<file path="src/rtl/ahb_hart_arbiter_if.sv">
// AHB-lite bus bundle shared by the two hart-facing ports and the slave-facing port.
// master drives a request and sees responses; slave receives a request and answers it.
interface ahb_hart_arbiter_if #(
    parameter int W_ADDR = 32,
    parameter int W_DATA = 32
);
    logic [W_ADDR-1:0] haddr;
    logic              hwrite;
    logic [1:0]        htrans;
    logic [2:0]        hsize;
    logic [2:0]        hburst;
    logic [3:0]        hprot;
    logic              hmastlock;
    logic              hexcl;
    logic [7:0]        hmaster;
    logic [W_DATA-1:0] hwdata;
    logic              hready;
    logic [W_DATA-1:0] hartid;
    logic              hready_resp;
    logic              hresp;
    logic              hexokay;
    logic [W_DATA-1:0] hrdata;

    modport master (
        output haddr, hwrite, htrans, hsize, hburst, hprot, hmastlock, hexcl, hmaster,
        output hwdata, hready, hartid,
        input  hready_resp, hresp, hexokay, hrdata
    );

    modport slave (
        input  haddr, hwrite, htrans, hsize, hburst, hprot, hmastlock, hexcl, hmaster,
        input  hwdata,
        output hready_resp, hresp, hexokay, hrdata
    );
endinterface

</file>
<file path="src/rtl/ahb_hart_arbiter.sv">
// Two-hart AHB-lite arbiter with one-entry replay buffer per hart and per-hart hexokay routing.
// Define HART_ARB_FIXED_PRIO_EN to make port 0 win every tie instead of round-robin.
module ahb_hart_arbiter #(
    parameter int W_ADDR = 32,
    parameter int W_DATA = 32
) (
    input  logic                clk,
    input  logic                rst,
    ahb_hart_arbiter_if.slave   s0,
    ahb_hart_arbiter_if.slave   s1,
    ahb_hart_arbiter_if.master  m
);

    typedef enum logic [1:0] {
        P_IDLE   = 2'd0,
        P_HELD   = 2'd1,
        P_DPHASE = 2'd2
    } port_st_e;

    typedef struct packed {
        logic [W_ADDR-1:0] addr;
        logic              write;
        logic [2:0]        size;
        logic [2:0]        burst;
        logic [3:0]        prot;
        logic              mastlock;
        logic              excl;
        logic [7:0]        master;
    } req_t;

    req_t              live_req [2];
    req_t              buf_out  [2];
    logic [1:0]        live_vld;
    logic [1:0]        held_vec;
    logic [1:0]        hready_up;
    logic [1:0]        cand;
    logic [1:0]        elig;
    logic              accept;
    logic              lock_act;
    logic              tie;
    logic              tie_idx;
    logic              win_vld;
    logic              win_idx;
    req_t              win_req;

    logic              lock_q, lock_d;
    logic              lock_idx_q, lock_idx_d;
    logic              own_vld_q, own_vld_d;
    logic              own_idx_q, own_idx_d;
    logic [W_ADDR-1:0] addr_q, addr_d;
    logic              hartid_q, hartid_d;

    assign live_req[0] = '{addr: s0.haddr, write: s0.hwrite, size: s0.hsize, burst: s0.hburst,
                           prot: s0.hprot, mastlock: s0.hmastlock, excl: s0.hexcl,
                           master: s0.hmaster};
    assign live_req[1] = '{addr: s1.haddr, write: s1.hwrite, size: s1.hsize, burst: s1.hburst,
                           prot: s1.hprot, mastlock: s1.hmastlock, excl: s1.hexcl,
                           master: s1.hmaster};

    // BUSY (01) carries no request, and SEQ is re-issued downstream as NONSEQ.
    assign live_vld = {s1.htrans[1], s0.htrans[1]};

    logic unused_htrans_lsb;
    assign unused_htrans_lsb = s0.htrans[0] ^ s1.htrans[0];

    // Reset wins over any candidate so a held request cannot slip out during reset.
    assign accept = m.hready_resp & ~rst;

    // ------------------------------------------------------------------
    // Per-port state: IDLE / HELD / DPHASE plus the one-entry buffer
    // ------------------------------------------------------------------
    for (genvar gi = 0; gi < 2; gi++) begin : g_port
        port_st_e st_q, st_d;
        req_t     buf_q, buf_d;
        logic     is_win;
        logic     rdy;

        assign is_win       = win_vld && (win_idx == 1'(gi));
        assign held_vec[gi] = (st_q == P_HELD);
        assign hready_up[gi] = rdy;
        assign buf_out[gi]  = buf_q;

        always_ff @(posedge clk) begin
            if (rst) begin
                st_q  <= P_IDLE;
                buf_q <= '0;
            end else begin
                st_q  <= st_d;
                buf_q <= buf_d;
            end
        end

        always_comb begin
            st_d  = st_q;
            buf_d = buf_q;
            if (accept) begin
                if (is_win) begin
                    st_d = P_DPHASE;
                end else if (st_q == P_HELD) begin
                    st_d = P_HELD;
                end else if (live_vld[gi]) begin
                    st_d  = P_HELD;
                    buf_d = live_req[gi];
                end else begin
                    st_d = P_IDLE;
                end
            end else if (st_q == P_IDLE && live_vld[gi] && !rst) begin
                // An idle hart still sees hready high during a downstream stall,
                // so its request is taken now and replayed later.
                st_d  = P_HELD;
                buf_d = live_req[gi];
            end
        end

        always_comb begin
            unique case (st_q)
                P_HELD:   rdy = 1'b0;
                P_DPHASE: rdy = m.hready_resp;
                default:  rdy = 1'b1;
            endcase
        end
    end

    // ------------------------------------------------------------------
    // Arbitration
    // ------------------------------------------------------------------
`ifdef HART_ARB_FIXED_PRIO_EN
    assign tie_idx = 1'b0;
`else
    logic last_q, last_d;

    // last_q names the port that won the most recent tie; the other port wins the next one.
    assign tie_idx = ~last_q;
    assign last_d  = tie ? win_idx : last_q;

    always_ff @(posedge clk) begin
        if (rst) begin
            last_q <= 1'b1;
        end else begin
            last_q <= last_d;
        end
    end
`endif

    always_comb begin
        for (int i = 0; i < 2; i++) begin
            cand[i] = held_vec[i] | (live_vld[i] & hready_up[i]);
        end
        // A locked owner that stops requesting releases the lock in the same cycle.
        lock_act = lock_q & cand[lock_idx_q];
        elig[0]  = cand[0] & ~(lock_act & lock_idx_q);
        elig[1]  = cand[1] & ~(lock_act & ~lock_idx_q);
        tie      = accept & (&elig);
        win_vld  = accept & (|elig);
        win_idx  = tie ? tie_idx : elig[1];
        win_req  = held_vec[win_idx] ? buf_out[win_idx] : live_req[win_idx];
    end

    always_comb begin
        lock_d     = lock_q;
        lock_idx_d = lock_idx_q;
        own_vld_d  = own_vld_q;
        own_idx_d  = own_idx_q;
        addr_d     = addr_q;
        hartid_d   = hartid_q;
        if (accept) begin
            own_vld_d = win_vld;
            own_idx_d = win_idx;
            if (lock_q && !cand[lock_idx_q]) begin
                lock_d = 1'b0;
            end
            if (win_vld) begin
                addr_d   = win_req.addr;
                hartid_d = win_idx;
                if (win_req.mastlock) begin
                    lock_d     = 1'b1;
                    lock_idx_d = win_idx;
                end else if (lock_q && lock_idx_q == win_idx) begin
                    lock_d = 1'b0;
                end
            end
        end
    end

    always_ff @(posedge clk) begin
        if (rst) begin
            lock_q     <= 1'b0;
            lock_idx_q <= 1'b0;
            own_vld_q  <= 1'b0;
            own_idx_q  <= 1'b0;
            addr_q     <= '0;
            hartid_q   <= 1'b0;
        end else begin
            lock_q     <= lock_d;
            lock_idx_q <= lock_idx_d;
            own_vld_q  <= own_vld_d;
            own_idx_q  <= own_idx_d;
            addr_q     <= addr_d;
            hartid_q   <= hartid_d;
        end
    end

    // ------------------------------------------------------------------
    // Downstream address phase and response routing
    // ------------------------------------------------------------------
    assign m.htrans    = win_vld ? 2'b10 : 2'b00;
    assign m.haddr     = win_vld ? win_req.addr : addr_q;
    assign m.hartid    = W_DATA'(win_vld ? win_idx : hartid_q);
    assign m.hwrite    = win_vld & win_req.write;
    assign m.hsize     = win_vld ? win_req.size  : 3'b000;
    assign m.hburst    = win_vld ? win_req.burst : 3'b000;
    assign m.hprot     = win_vld ? win_req.prot  : 4'b0000;
    assign m.hmastlock = win_vld & win_req.mastlock;
    assign m.hexcl     = win_vld & win_req.excl;
    assign m.hmaster   = win_vld ? win_req.master : 8'h00;
    assign m.hready    = m.hready_resp;

    // Write data follows the data-phase owner, not the address-phase winner.
    assign m.hwdata    = !own_vld_q ? '0 : (own_idx_q ? s1.hwdata : s0.hwdata);

    assign s0.hready_resp = hready_up[0];
    assign s1.hready_resp = hready_up[1];
    assign s0.hresp       = m.hresp;
    assign s1.hresp       = m.hresp;
    assign s0.hexokay     = m.hexokay & own_vld_q & ~own_idx_q;
    assign s1.hexokay     = m.hexokay & own_vld_q & own_idx_q;
    assign s0.hrdata      = m.hrdata;
    assign s1.hrdata      = m.hrdata;

endmodule

</file>
<file path="src/flat_wrapper.sv">
// flat-port wrapper written by rule: the top's interface ports become plain ports
module ahb_hart_arbiter_flat 
#(
    parameter int W_ADDR = 32,
    parameter int W_DATA = 32
)
  (clk, rst, s0_haddr, s0_hwrite, s0_htrans, s0_hsize, s0_hburst, s0_hprot, s0_hmastlock, s0_hexcl, s0_hmaster, s0_hwdata, s0_hready_resp, s0_hresp, s0_hexokay, s0_hrdata, s1_haddr, s1_hwrite, s1_htrans, s1_hsize, s1_hburst, s1_hprot, s1_hmastlock, s1_hexcl, s1_hmaster, s1_hwdata, s1_hready_resp, s1_hresp, s1_hexokay, s1_hrdata, m_haddr, m_hwrite, m_htrans, m_hsize, m_hburst, m_hprot, m_hmastlock, m_hexcl, m_hmaster, m_hwdata, m_hready, m_hartid, m_hready_resp, m_hresp, m_hexokay, m_hrdata);
  ahb_hart_arbiter_if #(.W_ADDR(W_ADDR), .W_DATA(W_DATA)) s0_i ();
  ahb_hart_arbiter_if #(.W_ADDR(W_ADDR), .W_DATA(W_DATA)) s1_i ();
  ahb_hart_arbiter_if #(.W_ADDR(W_ADDR), .W_DATA(W_DATA)) m_i ();
  input  logic clk;
  input  logic rst;
  input wire logic [$bits(s0_i.haddr)-1:0] s0_haddr;
  input wire logic [$bits(s0_i.hwrite)-1:0] s0_hwrite;
  input wire logic [$bits(s0_i.htrans)-1:0] s0_htrans;
  input wire logic [$bits(s0_i.hsize)-1:0] s0_hsize;
  input wire logic [$bits(s0_i.hburst)-1:0] s0_hburst;
  input wire logic [$bits(s0_i.hprot)-1:0] s0_hprot;
  input wire logic [$bits(s0_i.hmastlock)-1:0] s0_hmastlock;
  input wire logic [$bits(s0_i.hexcl)-1:0] s0_hexcl;
  input wire logic [$bits(s0_i.hmaster)-1:0] s0_hmaster;
  input wire logic [$bits(s0_i.hwdata)-1:0] s0_hwdata;
  output wire logic [$bits(s0_i.hready_resp)-1:0] s0_hready_resp;
  output wire logic [$bits(s0_i.hresp)-1:0] s0_hresp;
  output wire logic [$bits(s0_i.hexokay)-1:0] s0_hexokay;
  output wire logic [$bits(s0_i.hrdata)-1:0] s0_hrdata;
  input wire logic [$bits(s1_i.haddr)-1:0] s1_haddr;
  input wire logic [$bits(s1_i.hwrite)-1:0] s1_hwrite;
  input wire logic [$bits(s1_i.htrans)-1:0] s1_htrans;
  input wire logic [$bits(s1_i.hsize)-1:0] s1_hsize;
  input wire logic [$bits(s1_i.hburst)-1:0] s1_hburst;
  input wire logic [$bits(s1_i.hprot)-1:0] s1_hprot;
  input wire logic [$bits(s1_i.hmastlock)-1:0] s1_hmastlock;
  input wire logic [$bits(s1_i.hexcl)-1:0] s1_hexcl;
  input wire logic [$bits(s1_i.hmaster)-1:0] s1_hmaster;
  input wire logic [$bits(s1_i.hwdata)-1:0] s1_hwdata;
  output wire logic [$bits(s1_i.hready_resp)-1:0] s1_hready_resp;
  output wire logic [$bits(s1_i.hresp)-1:0] s1_hresp;
  output wire logic [$bits(s1_i.hexokay)-1:0] s1_hexokay;
  output wire logic [$bits(s1_i.hrdata)-1:0] s1_hrdata;
  output wire logic [$bits(m_i.haddr)-1:0] m_haddr;
  output wire logic [$bits(m_i.hwrite)-1:0] m_hwrite;
  output wire logic [$bits(m_i.htrans)-1:0] m_htrans;
  output wire logic [$bits(m_i.hsize)-1:0] m_hsize;
  output wire logic [$bits(m_i.hburst)-1:0] m_hburst;
  output wire logic [$bits(m_i.hprot)-1:0] m_hprot;
  output wire logic [$bits(m_i.hmastlock)-1:0] m_hmastlock;
  output wire logic [$bits(m_i.hexcl)-1:0] m_hexcl;
  output wire logic [$bits(m_i.hmaster)-1:0] m_hmaster;
  output wire logic [$bits(m_i.hwdata)-1:0] m_hwdata;
  output wire logic [$bits(m_i.hready)-1:0] m_hready;
  output wire logic [$bits(m_i.hartid)-1:0] m_hartid;
  input wire logic [$bits(m_i.hready_resp)-1:0] m_hready_resp;
  input wire logic [$bits(m_i.hresp)-1:0] m_hresp;
  input wire logic [$bits(m_i.hexokay)-1:0] m_hexokay;
  input wire logic [$bits(m_i.hrdata)-1:0] m_hrdata;
  assign s0_i.haddr = s0_haddr;
  assign s0_i.hwrite = s0_hwrite;
  assign s0_i.htrans = s0_htrans;
  assign s0_i.hsize = s0_hsize;
  assign s0_i.hburst = s0_hburst;
  assign s0_i.hprot = s0_hprot;
  assign s0_i.hmastlock = s0_hmastlock;
  assign s0_i.hexcl = s0_hexcl;
  assign s0_i.hmaster = s0_hmaster;
  assign s0_i.hwdata = s0_hwdata;
  assign s0_hready_resp = s0_i.hready_resp;
  assign s0_hresp = s0_i.hresp;
  assign s0_hexokay = s0_i.hexokay;
  assign s0_hrdata = s0_i.hrdata;
  assign s1_i.haddr = s1_haddr;
  assign s1_i.hwrite = s1_hwrite;
  assign s1_i.htrans = s1_htrans;
  assign s1_i.hsize = s1_hsize;
  assign s1_i.hburst = s1_hburst;
  assign s1_i.hprot = s1_hprot;
  assign s1_i.hmastlock = s1_hmastlock;
  assign s1_i.hexcl = s1_hexcl;
  assign s1_i.hmaster = s1_hmaster;
  assign s1_i.hwdata = s1_hwdata;
  assign s1_hready_resp = s1_i.hready_resp;
  assign s1_hresp = s1_i.hresp;
  assign s1_hexokay = s1_i.hexokay;
  assign s1_hrdata = s1_i.hrdata;
  assign m_haddr = m_i.haddr;
  assign m_hwrite = m_i.hwrite;
  assign m_htrans = m_i.htrans;
  assign m_hsize = m_i.hsize;
  assign m_hburst = m_i.hburst;
  assign m_hprot = m_i.hprot;
  assign m_hmastlock = m_i.hmastlock;
  assign m_hexcl = m_i.hexcl;
  assign m_hmaster = m_i.hmaster;
  assign m_hwdata = m_i.hwdata;
  assign m_hready = m_i.hready;
  assign m_hartid = m_i.hartid;
  assign m_i.hready_resp = m_hready_resp;
  assign m_i.hresp = m_hresp;
  assign m_i.hexokay = m_hexokay;
  assign m_i.hrdata = m_hrdata;
  ahb_hart_arbiter #(.W_ADDR(W_ADDR), .W_DATA(W_DATA)) u_core (.clk(clk), .rst(rst), .s0(s0_i), .s1(s1_i), .m(m_i));
endmodule
</file>
<file path="config.mk">
export PLATFORM = sky130hd
export DESIGN_NAME = ahb_hart_arbiter_flat
export DESIGN_NICKNAME = d
export VERILOG_FILES = /design/src/rtl/ahb_hart_arbiter_if.sv /design/src/rtl/ahb_hart_arbiter.sv /design/src/flat_wrapper.sv
export SDC_FILE = /design/constraint.sdc
export NUM_CORES = 1
export LEC_CHECK = 0
export ABC_AREA = 0
export CAP_MARGIN = 30
export CORE_AREA = 2 2 154 156
export CTS_CLUSTER_DIAMETER = 50
export DETAILED_ROUTE_END_ITERATION = 12
export DIE_AREA = 0 0 156 158
export PLACE_DENSITY = 0.77
export SETUP_SLACK_MARGIN = 0.3
export SLEW_MARGIN = 20
export SYNTH_ARGS = -nofsm -noshare
export SYNTH_HDL_FRONTEND = slang
export SYNTH_SLANG_ARGS = --single-unit
</file>
<file path="constraint.sdc">
create_clock -name clk -period 2.6 [get_ports clk]
set_clock_uncertainty 0.15 [all_clocks]
set_input_delay 0.52 -clock clk [delete_from_list [all_inputs] [get_ports clk]]
set_output_delay 0.52 -clock clk [all_outputs]
set_load 0.05 [all_outputs]
</file>
# == After elaboration in Yosys (flattened, before gate mapping) ==
# Cells that the tools add are included.
# totals
reg_bits,148
input_bits,211
wordCells,132
# op_classes
order_cmp,3
eq_ne,11
n_mux,47
bitwise_logic,26
reduce_logical,20
# op_table
operator,count
2-to-1 mux 53 bit,17
2-to-1 mux 32 bit,3
2-to-1 mux 2 bit,9
AND 1 bit,16
2-to-1 mux 1 bit,12
!= test 2 bit (second input constant),6
logical AND 1 bit,8
2-to-1 mux 8 bit,1
AND reduction 4 bit,2
NOT 1 bit,7
2-to-1 mux 3 bit,2
equality test 2 x 1 -> 1 bit (second input constant),2
equality test 2 bit (second input constant),2
logical NOT 2 bit,2
less-than comparator 1 x 2 -> 1 bit (second input constant),2
2-to-1 mux 4 bit,1
one-hot mux 1 bit (2 select lines),2
AND reduction 2 bit,2
nonzero test 2 bit,2
AND reduction 3 bit,1
greater-or-equal comparator 2 bit (second input constant),1
logical NOT 1 bit,2
NOT 1 -> 2 bit,1
bitwise OR 1 bit,2
other kinds (2),2

# == Depth between registers and ports, before layout ==
# Gate-level depths: netlist of run 1.
# depth
depth_word,20
depth_mapped,8
mapped_depth_nobuf,6

# == Worst setup path before layout of run 1 ==
# No wires, ideal clock.
# synth_timing
path_kind,input port to output port
from,input rst
to,output m_hburst[2]
t_arrival_ns,2.675
required_time_ns,1.930
path_slack_ns,-0.745
stages,6
cell_sequence,buf_6 -> and4bb_4 -> o22ai_4 -> nand2_2 -> buf_1 -> a211oi_1
# synth_via
elab_chain_len,10
word_cells_on_any_way,16
# synth_rtl
item,line,source
from (decl),flat_wrapper.sv:12,input logic rst;
NOT 1 bit *,ahb_hart_arbiter.sv:67,assign accept = m.hready_resp & ~rst;
AND 1 bit *,ahb_hart_arbiter.sv:67,
AND 1 bit,ahb_hart_arbiter.sv:153,tie = accept & (&elig);
2-to-1 mux 1 bit,ahb_hart_arbiter.sv:155,win_idx = tie ? tie_idx : elig[1];
NOT 1 -> 2 bit (not written as such),ahb_hart_arbiter.sv:156,win_req = held_vec[win_idx] ? buf_out[win_idx] : live_req[win_idx];
2-to-1 mux 53 bit (not written as such) (3 in a row),ahb_hart_arbiter.sv:156,
2-to-1 mux 53 bit,ahb_hart_arbiter.sv:156,
2-to-1 mux 3 bit *,ahb_hart_arbiter.sv:211,assign m.hburst = win_vld ? win_req.burst : 3'b000;
to (decl),flat_wrapper.sv:45,output wire logic [$bits(m_i.hburst)-1:0] m_hburst;
# Mark *: on every way between the ends. The rest lies on a longest branch, timed or not. The select of a mux whose other input is x is not followed.

# == Worst setup path in the final report of run 1 ==
# layout_timing
from,input s1_htrans[1]
to,output m_haddr[17]
# layout_via
elab_chain_len,17
word_cells_on_any_way,27
# layout_rtl
item,line,source
from (decl),flat_wrapper.sv:29,input wire logic [$bits(s1_i.htrans)-1:0] s1_htrans;
AND 1 bit *,ahb_hart_arbiter.sv:147,cand[i] = held_vec[i] | (live_vld[i] & hready_up[i]);
bitwise OR 1 bit *,ahb_hart_arbiter.sv:147,
2-to-1 mux 1 bit (not written as such) (2 in a row),ahb_hart_arbiter.sv:150,lock_act = lock_q & cand[lock_idx_q];
AND 1 bit,ahb_hart_arbiter.sv:150,
AND 1 bit (on tied branches),"ahb_hart_arbiter.sv:151, ahb_hart_arbiter.sv:152",
NOT 1 bit (on tied branches),"ahb_hart_arbiter.sv:151, ahb_hart_arbiter.sv:152",
AND 1 bit (on tied branches),"ahb_hart_arbiter.sv:151, ahb_hart_arbiter.sv:152",
AND reduction 2 bit,ahb_hart_arbiter.sv:153,
AND 1 bit,ahb_hart_arbiter.sv:153,
2-to-1 mux 1 bit,ahb_hart_arbiter.sv:155,
NOT 1 -> 2 bit (not written as such),ahb_hart_arbiter.sv:156,
2-to-1 mux 53 bit (not written as such) (3 in a row),ahb_hart_arbiter.sv:156,
2-to-1 mux 53 bit,ahb_hart_arbiter.sv:156,
2-to-1 mux 32 bit *,ahb_hart_arbiter.sv:207,assign m.haddr = win_vld ? win_req.addr : addr_q;
to (decl),flat_wrapper.sv:41,output wire logic [$bits(m_i.haddr)-1:0] m_haddr;
# Marks and branches as above.

==> impl_metrics.csv, run 1 <==
group,metric,value,unit
run_status,status,"finished, violations left",
run_status,failed_checks,"negative setup slack",
placed_design,buffer_ports.inserted,267,
global_route,grt.busiest_layer,"met2",
yosys,synthCells,1253,
detailed_routing,drt_iter0_markers,825,
global_route,globalRoute.totalOverflow,0,
yosys,ys.warnings.count,0,
detailed_routing,post_drt_via_cell_ratio,5.63,
power_and_ir_drop,power.density,587,nW/µm²
timing,fmaxAchievable,340,MHz
placed_design,finalWeightedCongestion,0.880,
detailed_routing,vias,10100,
final_layout,area_growth,61.7,%
flow_run,maximum_capacitance_violations,0,
final_layout,num-nets-final,1706,
placed_design,place_inst,1725,
critical_path,crit_end_element,"primary output",
yosys,sequential_share_of_the_synthesized_area,0.323,
global_route,grt_pass1_wl,55.0,mm
cts,cts-htree-levels,4,
floorplan,design.die.area,24600,µm²
yosys,yosys_register_bits,148,
floorplan,core.rowCount,56,
power_and_ir_drop,power.ir.vdd_worst,0.444,mV
critical_path,cp_data_required_time,1.93,ns
global_route,groute.layer.met3.usage,0.0627,
timing,worst_slew_pin_slew,0.822,ns
global_route,grt_antenna_before_repair,5,
yosys,synth_ff_type,"dfxtp_1",
power_and_ir_drop,p_leak,6.09,nW
cts,clock_tree_from_tritoncts,"yes",
timing,timing.final.crit_share,1.13,
timing,final.setup.worst_slack,-0.339,ns
detailed_routing,drt_pass1_iterations,5,
detailed_routing,ant_nets,0,
cts,cts_buffers,17,
critical_path,cp_max_fo,12,
timing,setup_tns,-15.75,ns
timing,timing.final.hold_violations,0,
yosys,async_reset_ff_frac,0,
floorplan,die_width,156,µm
timing,slew-limit-headroom,0.452,
worst_hold_path,timing.hold.worst.class,"register to register",
yosys,synth_cell_types,54,
timing,rsz0062_at_grt,"yes",
cts,cts.sink_count,148,
yosys,post_synth.cell_area_avg,7.32,µm²
critical_path,worst_ep_arrival_time,2.27,ns
cts,clock_tree.root_cell,"clkbuf_16",
final_layout,filler_cell_count,1787,
yosys,area_of_the_mapped_netlist,9170,µm²
floorplan,starting_density,0.398,
timing,post_layout_minimum_cycle_time,2.94,ns
detailed_routing,drt-wirelength-per-cell,20.4,µm
timing,maxSlewViolCount,0,
global_route,met2_demand_to_capacity_share_in_global_routing,0.524,
cts,cts_hold_buffers,0,
floorplan,floorplan.io_pins,401,
final_layout,instances_no_fill,1803,
placed_design,placement.setup.worst_slack,-0.762,ns
floorplan,fp.coreArea,23100,µm²
floorplan,fp.dieH,158,µm
placed_design,detailed_place_hpwl,25.8,mm
global_route,first_global_vias,9588,
critical_path,timing.critical_path.from_type,"input pin",
global_route,pin_count_of_the_biggest_net_entering_global_routing,72,
cts,worst_setup_hold_path_clk_slew,0.07,ns
critical_path,timing_worst_setup_path_type,"input pin to primary output",
global_route,grt.met1_usage,0.337,
cts,clk_latency_worst_skew_pair,0.43,ns
global_route,groute.usage.overall,0.291,
cts,cts_max_path_buffers,2,
final_layout,drive_gt1_frac,0.270,
detailed_routing,routed_wl,36.8,mm
timing,final-setup-viol-count,55,
detailed_routing,drc_errors_left,0,
yosys,synth_enable_flop_cells,0,
layout make-up:
cell class              instances  area, µm²  area share
multi-input cells             931       5900       0.398
repair buffers                395       4960       0.335
flip-flops and latches        148       2980       0.201
clock buffers                  18        439      0.0296
well taps                     290        363      0.0245
clock inverters                14        163      0.0110
diodes                          5       12.5    0.000844
inverters                       2       10.0    0.000675
state kept, by name, indices dropped and copies added (netlist names):
name                flops
u_core.own_idx_q        1
u_core.last_q           1
u_core.hartid_q         1
u_core.buf_out        106
u_core.lock_idx_q       1
u_core.g_port.st_q      4
u_core.addr_q          32
u_core.lock_q           1
u_core.own_vld_q        1
where the power goes:
group	switching (mW)	internal, mW	total (mW)
clock	1.12	1.39	2.51
sequential	0.0966	2.43	2.53
combinational	2.02	1.64	3.66
total	3.23	5.47	8.70
per-layer routing:
layer | vias up | wire [µm]
li1 | 4682 | -
met1 | 4827 | 13900
met2 | 549 | 18800
met3 | 87 | 2770
met4 | 2 | 1300
met5 | - | 16
per-stage QoR:
step                total power [mW]   util  hold WS (ns)  cell area [µm²]
floorplan                       4.74      -         0.284            10000
global route                    9.03  0.643         0.322            14800
detailed placement              5.98  0.590         0.285            13600
CTS                             8.66  0.637         0.296            14700
finish                          8.70  0.643         0.294            14800
global placement                5.92  0.590         0.281            13600
final timing paths:
check | slack [ns] | to | from | depth (start not counted)
setup / recovery | -0.34 | m_haddr[17] | s1_htrans[1] | 10
hold / removal | 0.29 | u_core.own_vld_q | u_core.own_vld_q | 2
setup reg to reg | 0.29 | u_core.addr_q[28] | u_core.g_port[0].st_q[0] | 12
hold reg to reg | 0.29 | u_core.own_vld_q | u_core.own_vld_q | 2
placed cells by master, fill, tap and decap left out, types with 4 or more instances in the layout:
cell,instances
nand2_1,283
clkdlybuf4s50_1,171
dfxtp_1,142
buf_12,114
a21oi_1,112
nand3_1,100
mux2i_1,84
buf_4,82
o21ai_0,50
nand2_2,33
o21ai_1,33
conb_1,32
o211ai_1,31
and3_1,29
nor2b_2,27
buf_6,20
clkbuf_16,17
o221ai_4,15
a211oi_2,12
a211oi_4,10
nor2_1,9
and3_4,8
nor2b_1,6
diode_2,5
o21ai_2,5
inv_6,5
a21oi_2,4
cells in the mapped netlist, types with 2 or more instances:
| library cell | instances | area, µm² |
|---|---|---|
| nand2_1 | 319 | 1200 |
| dfxtp_1 | 148 | 2960 |
| a21oi_1 | 115 | 576 |
| buf_4 | 107 | 803 |
| nand3_1 | 100 | 500 |
| mux2i_1 | 85 | 851 |
| o21ai_0 | 59 | 295 |
| clkbuf_1 | 52 | 195 |
| buf_2 | 38 | 190 |
| and3_1 | 37 | 231 |
| nor2b_1 | 35 | 219 |
| o211ai_1 | 31 | 233 |
| o21ai_1 | 30 | 150 |
| a211oi_1 | 22 | 165 |
| o221ai_1 | 15 | 131 |
| nor2_1 | 11 | 41.3 |
| buf_1 | 6 | 22.5 |
| nand2b_1 | 5 | 31.3 |
| a21oi_2 | 2 | 17.5 |
| nand4_1 | 2 | 12.5 |
timing repair:
| item | 4_1_cts | 5_1_grt |
|---|---|---|
| hold endpoints to repair | 0 | 0 |
| pin swaps | 52 | 21 |
| endpoints found under the setup margin | 185 | 60 |
| resized for setup | 66 | 21 |
| setup buffers | 29 | 8 |
| cloned | 4 | 0 |
critical path, cell delays in order:
cell and delay (ns):
clkdlybuf4s15_1 0.28, nor2_2 0.23, a21oi_2 0.07, buf_12 0.16, o21ai_4 0.25, inv_4 0.13, buf_12 0.17, o211ai_1 0.16
nand2_2 0.12, buf_12 0.17
cells by family (layout without fill, tap and decap cells):
kind of cell | after synthesis | count (layout) | synth area share
buffers and inverters | 206 | 429 | 0.134
multiplexers | 85 | 85 | 0.0928
XOR/XNOR | 1 | 1 | 0.000956
AO/OA/AOI/OAI | 292 | 292 | 0.194
flip-flops | 148 | 148 | 0.323
other | 1 | 37 | 0.000409
AND/OR/NAND/NOR | 520 | 521 | 0.254
Note: power is estimated with default switching activity, not from simulation.
==> inputs of run 2 (changes only) <==
- SLEW_MARGIN: 20 -> 30
==> results of run 2 <==
Same layout as run 1: the final DEF is identical, and so are final timing and power.
